==> src/rtl/fmap_unpad_stream.sv <==
// fmap_unpad_stream: strips the P-wide zero border from a padded feature-map stream
module fmap_unpad_stream #(
    parameter int DATA_WIDTH = 16,
    parameter int K          = 2,
    parameter int HP         = 4,
    parameter int WP         = 4,
    parameter int P          = 1
) (
    input  logic                  clk,
    input  logic                  reset,
    input  logic [DATA_WIDTH-1:0] in_data,
    input  logic                  in_valid,
    input  logic                  in_last,
    output logic                  in_ready,
    output logic [DATA_WIDTH-1:0] out_data,
    output logic                  out_valid,
    output logic                  out_last,
    input  logic                  out_ready,
    output logic                  frame_done,
    output logic                  pad_err,
    output logic                  frame_err
);
    localparam int CW = (WP > 1) ? $clog2(WP) : 1;
    localparam int RW = (HP > 1) ? $clog2(HP) : 1;
    localparam int KW = (K > 1) ? $clog2(K) : 1;

    typedef enum logic {IDLE, RUN} state_t;

    state_t                state_q, state_d;
    logic [CW-1:0]         col_q, col_d;
    logic [RW-1:0]         row_q, row_d;
    logic [KW-1:0]         ch_q, ch_d;
    logic [DATA_WIDTH-1:0] out_data_q, out_data_d;
    logic                  out_valid_q, out_valid_d;
    logic                  out_last_q, out_last_d;
    logic                  frame_done_q, frame_done_d;
    logic                  pad_err_q, pad_err_d;
    logic                  frame_err_q, frame_err_d;
    logic                  accept, interior, col_wrap, row_wrap, ch_wrap, at_final, at_last_int;

    assign in_ready    = !out_valid_q || out_ready;
    assign accept      = in_valid && in_ready;
    assign col_wrap    = col_q == CW'(WP - 1);
    assign row_wrap    = row_q == RW'(HP - 1);
    assign ch_wrap     = ch_q == KW'(K - 1);
    assign at_final    = col_wrap && row_wrap && ch_wrap;
    assign interior    = row_q >= RW'(P) && row_q < RW'(HP - P) && col_q >= CW'(P) && col_q < CW'(WP - P);
    assign at_last_int = ch_wrap && row_q == RW'(HP - P - 1) && col_q == CW'(WP - P - 1);

    assign out_data   = out_data_q;
    assign out_valid  = out_valid_q;
    assign out_last   = out_last_q;
    assign frame_done = frame_done_q;
    assign pad_err    = pad_err_q;
    assign frame_err  = frame_err_q;

    // Next-state: position counters, output slot, framing and border checks
    always_comb begin
        state_d      = state_q;
        col_d        = col_q;
        row_d        = row_q;
        ch_d         = ch_q;
        out_data_d   = out_data_q;
        out_valid_d  = out_valid_q;
        out_last_d   = out_last_q;
        frame_done_d = 1'b0;
        pad_err_d    = pad_err_q;
        frame_err_d  = frame_err_q;
        if (out_valid_q && out_ready) begin
            out_valid_d = 1'b0;
            out_last_d  = 1'b0;
        end
        if (accept) begin
            if (state_q == IDLE) begin
                pad_err_d   = 1'b0;
                frame_err_d = 1'b0;
            end
            if (interior) begin
                out_data_d  = in_data;
                out_valid_d = 1'b1;
                out_last_d  = at_last_int;
            end else if (in_data != '0) begin
                pad_err_d = 1'b1;
            end
            if (in_last && !at_final) begin
                frame_err_d = 1'b1;
                col_d       = '0;
                row_d       = '0;
                ch_d        = '0;
                state_d     = IDLE;
            end else begin
                state_d      = at_final ? IDLE : RUN;
                frame_done_d = at_final;
                frame_err_d  = (at_final && !in_last) ? 1'b1 : frame_err_d;
                col_d        = col_wrap ? '0 : col_q + 1'b1;
                row_d        = col_wrap ? (row_wrap ? '0 : row_q + 1'b1) : row_q;
                ch_d         = (col_wrap && row_wrap) ? (ch_wrap ? '0 : ch_q + 1'b1) : ch_q;
            end
        end
    end

    // State register with asynchronous reset discarding any partial frame
    always_ff @(posedge clk or posedge reset) begin
        if (reset) begin
            state_q      <= IDLE;
            col_q        <= '0;
            row_q        <= '0;
            ch_q         <= '0;
            out_data_q   <= '0;
            out_valid_q  <= 1'b0;
            out_last_q   <= 1'b0;
            frame_done_q <= 1'b0;
            pad_err_q    <= 1'b0;
            frame_err_q  <= 1'b0;
        end else begin
            state_q      <= state_d;
            col_q        <= col_d;
            row_q        <= row_d;
            ch_q         <= ch_d;
            out_data_q   <= out_data_d;
            out_valid_q  <= out_valid_d;
            out_last_q   <= out_last_d;
            frame_done_q <= frame_done_d;
            pad_err_q    <= pad_err_d;
            frame_err_q  <= frame_err_d;
        end
    end
endmodule

==> config.mk <==
export PLATFORM = sky130hd
export DESIGN_NAME = fmap_unpad_stream
export DESIGN_NICKNAME = d
export VERILOG_FILES = /design/src/rtl/fmap_unpad_stream.sv
export SDC_FILE = /design/constraint.sdc
export NUM_CORES = 1
export LEC_CHECK = 0
export ABC_AREA = 1
export CORE_MARGIN = 8
export CORE_UTILIZATION = 41
export CTS_CLUSTER_DIAMETER = 30
export DETAILED_ROUTE_END_ITERATION = 6
export MAX_ROUTING_LAYER = met4
export PLACE_DENSITY = 0.75
export SLEW_MARGIN = 20
export SYNTH_ARGS = -nofsm -noshare
export SYNTH_HDL_FRONTEND = slang
export SYNTH_SLANG_ARGS = --single-unit
==> constraint.sdc <==
create_clock -name clk -period 1.5 [get_ports clk]
set_input_delay 0.225 -clock clk [delete_from_list [all_inputs] [get_ports clk]]
set_output_delay 0.225 -clock clk [all_outputs]
set_load 0.05 [all_outputs]
Word level (Yosys, flattened, before mapping)
Cells that the tools add are included.
{"block": "word_totals", "register_bits": 27, "output_inout_bits": 22, "wordCells": 68}
{"block": "classes", "n_addsub": 3, "n_lt_le_gt_ge": 4, "n_eq_ne": 5, "n_mux": 24, "n_reduce_logical": 22}
{"operator": "2-to-1 mux 1 bit", "n": 19}
{"operator": "nonzero test 16 bit", "n": 1}
{"operator": "logical AND 1 bit", "n": 11}
{"operator": "2-to-1 mux 2 bit", "n": 5}
{"operator": "== test 2 bit, second input constant", "n": 4}
{"operator": "AND reduction 2 bit", "n": 4}
{"operator": "adder 2 x 1 -> 2 bit, second input constant", "n": 2}
{"operator": ">= comparator 2 x 1 -> 1 bit, second input constant", "n": 2}
{"operator": "< comparator 2 bit, second input constant", "n": 2}
{"operator": "nonzero test 2 bit", "n": 2}
{"operator": "logical NOT 1 bit", "n": 3}
{"operator": "inequality test 3 x 1 -> 1 bit, second input constant", "n": 1}
{"operator": "adder 1 bit, second input constant", "n": 1}
{"operator": "logical OR 1 bit", "n": 1}

Depth between registers and ports, before layout
{"block": "logic_depth", "word_depth": 7, "ltp_mapped": 10}

Least setup slack after synthesis
Ideal clock, no wire load.
{"block": "synth_path", "kind": "register to register", "from": "register out_valid_q, in the netlist out_valid", "to": "register pad_err_q, in the netlist pad_err", "setup_ns": 0.121, "arrival_time_ns": 1.540, "setup_slack_ns": -0.160, "stages_incl_launch_ff": 6, "period_less_slack_ns": 1.660, "path_cell_list": "dfrtp_1 > nand2_1 > nand2_1 > nor2_1 > nand2_1 > nand2_1"}
{"block": "synth_via", "elab_chain_len": 3}
{"element": "start: declaration", "line_no": "34", "source": "logic out_valid_q, out_valid_d;"}
{"element": "start signal: assignment", "line_no": "121", "source": "out_valid_q <= out_valid_d;"}
{"element": "logical NOT 1 bit", "line_no": "41", "source": "assign in_ready = !out_valid_q || out_ready;"}
{"element": "logical OR 1 bit", "line_no": "41"}
{"element": "net in_ready", "line_no": "14", "source": "output logic in_ready,"}
{"element": "logical AND 1 bit", "line_no": "42", "source": "assign accept = in_valid && in_ready;"}
{"element": "end signal: assignment", "line_no": "124", "source": "pad_err_q <= pad_err_d;"}
{"element": "end: declaration", "line_no": "37", "source": "logic pad_err_q, pad_err_d;"}
The timed path passes the listed nets, and every way through them passes these cells.
A chain may end at the register's enable or synchronous reset.

Worst setup path after layout
{"block": "layout_path", "from": "register col_q[0]", "to": "register out_last_q, in the netlist out_last"}
{"block": "layout_via", "elab_chain_len": 5}
{"element": "start: declaration", "line_no": "30", "source": "logic [CW-1:0] col_q, col_d;"}
{"element": "start signal: assignment", "line_no": "117", "source": "col_q <= col_d;"}
{"element": ">= comparator 2 x 1 -> 1 bit", "line_no": "47", "source": "assign interior = row_q >= RW'(P) && row_q < RW'(HP - P) && col_q >= CW'(P) && col_q < CW'(WP - P);"}
{"element": "logical AND 1 bit (2 in series)", "line_no": "47"}
{"element": "2-to-1 mux 1 bit (*)", "line_no": "78", "source": "if (interior) begin"}
{"element": "2-to-1 mux 1 bit (*)", "line_no": "73", "source": "if (accept) begin"}
{"element": "net out_last_d", "line_no": "35", "source": "logic out_last_q, out_last_d;"}
{"element": "end signal: assignment", "line_no": "122", "source": "out_last_q <= out_last_d;"}
{"element": "end: declaration", "line_no": "35"}
The timed path passes the listed nets; every way through them passes the cells marked *.

==> impl_results.md <==
* Unrepaired setup endpoints after global routing: true
* Critical path fanouts, max at 10
* Vias in the first global route at around 1.2k
* Die Area at about 0.0053 mm²
* Data arrival, critical path at between 1.5 and 2 ns
* Initial standard-cell utilization of the core at between 40% and 50%
* Switching share of total power at a little under half
* Syn Inst Count at 155
* Clock-pin transition on the worst setup and hold timing paths at between 0.1 and 0.15 ns
* Relative area change from synthesis to final layout at 54.92%
* Largest net degree at the start of global routing at 28
* First-pass GRT wire length at 5.706 mm
* Met3 global-route usage at 3.434%
* Leak pwr at around 0.0011 µW
* Count of unique library cells instantiated by Yosys at 18
* Mapped Area at 0.001324 mm²
* CP startpoint: col_q[0]$_DFFE_PP0P_
* CTS tree: done
* Later-pin clock latency in the skew report at 0.32 ns
* Antenna fix cells at 0
* Horizontal die dimension at 72.82 µm
* Share of synthesized area occupied by flip-flops and latches at 51.04%
* Max transition margin at around 77%
* Critical path's top delay family: flip-flops
* Combinational Power Share at 54.2%
* Internal Dissipation at between 1500 and 2000 µW
* Overall die height at roughly 73 µm
* DR vias at roughly 1.3k
* Total Negative Setup Slacks at 0 ns
* Reported max-cap violation count at 0
* Clock power share at between 9 and 10%
* Largest stage delay, worst path at ~0.42 ns
* Maximum clock frequency at just under 700 MHz
* Aggregate global-route resource usage at between 10% and 20%
* Estimated wirelength of the detail-placed design at about 2.6 mm
* I/O pins at 43
* Overflow after GRT at 0
* Max Clock Skew at 0.002062 ns
* Per-cell routed wire length at between 10 and 15 µm
* Core occupancy in the finished layout at between 60% and 70%
* Kind of start point of the critical path: flip-flop
* Worst EP required at around 1.7 ns
* WP buf/inv at 2
* Switching power summed over all nets at 1484 µW
* Finish-stage setup viols at 0
* Status: completed
* Mapped Nets at about 180
* Sequential Power Share at a little over a third
* Crit. End Element: flip-flop
* DRC violations left at 0
* Remaining antenna violation count at 0
* Slowest library cell on the worst path: sky130_fd_sc_hd__dfrtp_1
* Share of layout cells above drive strength 1 at about a third
* Hold Fails Final Rpt at 0
* Overall power of the completed layout at between 3000 and 4000 µW
* Total power divided by cell area at between 1500 and 2000 mW/mm²
* Total wirelength of the detailed-routed design at between 3 and 4 mm
* Min Tclk post-route at ~1.4 ns
* Total number of H-tree levels at 1
* Via density at just under 5
* Placed insts at 250
* Synth Warn # at 0
* Nets@finish at ~250
* Sinks on the clock net at 27
* Worst supply voltage drop on vdd at between 0.001 and 0.0015 V
* Critical R2R Launch: col_q[0]$_DFFE_PP0P_
* Tcrit/Tclk final at 96.33%
* Type of the worst setup path: flip-flop to flip-flop
* Number of rows in the core area at 20
* Maximum number of buffers from clock root to sink at 2
* Max-slew violation count at 0
* Post-synthesis register bit count at 27
* Tightest Pin Transition at 0.3481 ns
* Count of routing violations after the opening detailed-route iteration at between 70 and 80
* Mean area per synthesized cell at ~8.5 µm²
* Met1 global-route usage at 15.73%
* Detailed-routing iteration count for the pre-antenna-repair pass at 4
* Weighted congestion reported at the end of routability-driven placement at approximately 0.84
* Number of port buffers at between 40 and 50
* Hold WC Path Type: input pin to async pin
* Crit-path cells: ha_2 -> buf_6 -> nor3_4 -> buf_4 -> nand2_4 -> nand2_1 -> o21ai_0
* Number of buffers created by CTS at 3
* Placeable core area at 0.003053 mm²
* Antenna violations before repair at 0
* Fin cells at approximately 260
* Cell at the root of the clock tree: sky130_fd_sc_hd__clkbuf_4
* Global route hottest layer: met2
* Met2 routing resource usage after global routing at 22.66%
Yosys cell counts:
| cell | instances | area, µm² |
|---|---|---|
| sky130_fd_sc_hd__o21ai_0 | 6 | 30.03 |
| sky130_fd_sc_hd__nor3_1 | 2 | 10.01 |
| sky130_fd_sc_hd__ha_1 | 8 | 100.1 |
| sky130_fd_sc_hd__buf_4 | 1 | 7.510 |
| sky130_fd_sc_hd__buf_2 | 2 | 10.01 |
| sky130_fd_sc_hd__nand3_1 | 19 | 95.09 |
| sky130_fd_sc_hd__buf_6 | 1 | 11.26 |
| sky130_fd_sc_hd__nor2_1 | 12 | 45.04 |
| sky130_fd_sc_hd__a21boi_4 | 1 | 18.77 |
| sky130_fd_sc_hd__nand4_1 | 2 | 12.51 |
| sky130_fd_sc_hd__nand2_1 | 59 | 221.5 |
| sky130_fd_sc_hd__dfrtp_1 | 27 | 675.7 |
| sky130_fd_sc_hd__inv_1 | 10 | 37.54 |
| sky130_fd_sc_hd__nand2_4 | 1 | 11.26 |
| sky130_fd_sc_hd__nand3b_1 | 1 | 7.510 |
| sky130_fd_sc_hd__a21boi_0 | 1 | 7.510 |
| sky130_fd_sc_hd__or2_2 | 1 | 6.260 |
| sky130_fd_sc_hd__nor3_4 | 1 | 16.27 |
sequential cells by signal, summed over array words and instances, names as in the netlist:
name        count
out_data       16
col_q           2
row_q           2
ch_q            1
frame_done      1
frame_err       1
out_last        1
out_valid       1
pad_err         1
state_q         1
logic make-up (layout without fill, tap and decap cells):
group	count (synthesis)	count (layout)	share of synthesized area (%)
and+or+nand+nor	98	99	32.14
buffers and inverters	14	75	5.010
DFF	27	27	51.04
adders and majority gates	8	8	7.562
AOI/OAI and AO/OA	8	8	4.254
worst min-delay path: stages:
cell	delay (ns)
sky130_fd_sc_hd__clkdlybuf4s50_1	0.40
sky130_fd_sc_hd__inv_1	0.05
sky130_fd_sc_hd__buf_4	0.31
worst paths after layout:
check | end | slack (ns) | cells past startpoint
max | out_last$_DFF_PP0_ | 0.06 | 7
min | out_data[3]$_DFFE_PP0P_ | 0.25 | 3
max reg2reg | out_last$_DFF_PP0_ | 0.06 | 7
min reg2reg | out_data[0]$_DFFE_PP0P_ | 0.49 | 2
max in group asynchronous | out_last$_DFF_PP0_ | 0.99 | 3
min in group clk | out_data[11]$_DFFE_PP0P_ | 0.48 | 3
timing repair:
item                                    CTS  global route
hold endpoints to repair                  0             0
resized for setup                         9            21
endpoints found under the setup margin    4            22
gates cloned                              1             1
hold buffers                              0             0
pin swaps                                 1             8
setup buffers                             2             3
power groups by stage:
| stage | Clock (µW) | Combinational (µW) | Sequential [µW] |
|---|---|---|---|
| after global routing | 355 | 1800 | 1160 |
| after detailed placement | 0 | 1640 | 1130 |
| after floorplan | 0 | 270 | 1850 |
| final | 307 | 1700 | 1130 |
| after CTS | 322 | 1660 | 1110 |
| after global placement | 0 | 1620 | 1120 |
metrics by stage:
| step | hold slack [ns] | cell area [µm²] | worst slack (ns) |
|---|---|---|---|
| after global placement | 0.4578 | 1868 | -0.03267 |
| final | 0.2498 | 2051 | 0.05506 |
| after global routing | 0.2708 | 2051 | -0.05968 |
| after floorplan | 0.2777 | 1329 | 0.003760 |
| after CTS | 0.2637 | 1946 | 0.0005046 |
| after detailed placement | 0.4623 | 1868 | -0.07281 |
per-layer routing:
metal	vias to the layer above	wire length, µm	share of wire (%)
li1	621	-	-
met1	610	1434	40
met2	48	1842	51
met3	4	268	7.4
met4	0	55	1.5
met5	-	0	0
final cells by class:
cell class                 instances  area [µm²]
sequential                        27       675.6
clock buffer                       4       26.28
timing repair buffer              61       570.5
multi-input combinational        115       685.7
inverter                          10       37.54
fill                             248        1002
tap                               44       55.05
cells in the final DEF (no fill, tap or decap), types with 2 or more instances in the layout:
cell type / netlist / layout
sky130_fd_sc_hd__nand2_1: 59 / 49
sky130_fd_sc_hd__buf_4: 1 / 32
sky130_fd_sc_hd__dfrtp_1: 27 / 27
sky130_fd_sc_hd__clkdlybuf4s50_1: 0 / 20
sky130_fd_sc_hd__nand3_1: 19 / 19
sky130_fd_sc_hd__nor2_1: 12 / 11
sky130_fd_sc_hd__nand2_2: 0 / 9
sky130_fd_sc_hd__inv_1: 10 / 6
sky130_fd_sc_hd__o21ai_0: 6 / 5
sky130_fd_sc_hd__inv_2: 0 / 4
sky130_fd_sc_hd__ha_4: 0 / 4
sky130_fd_sc_hd__buf_12: 0 / 4
sky130_fd_sc_hd__buf_6: 1 / 4
sky130_fd_sc_hd__nand2_4: 1 / 3
sky130_fd_sc_hd__clkbuf_4: 0 / 3
sky130_fd_sc_hd__nand4_1: 2 / 2
sky130_fd_sc_hd__ha_1: 8 / 2
sky130_fd_sc_hd__ha_2: 0 / 2
Note: power is estimated with default switching activity, not from simulation.
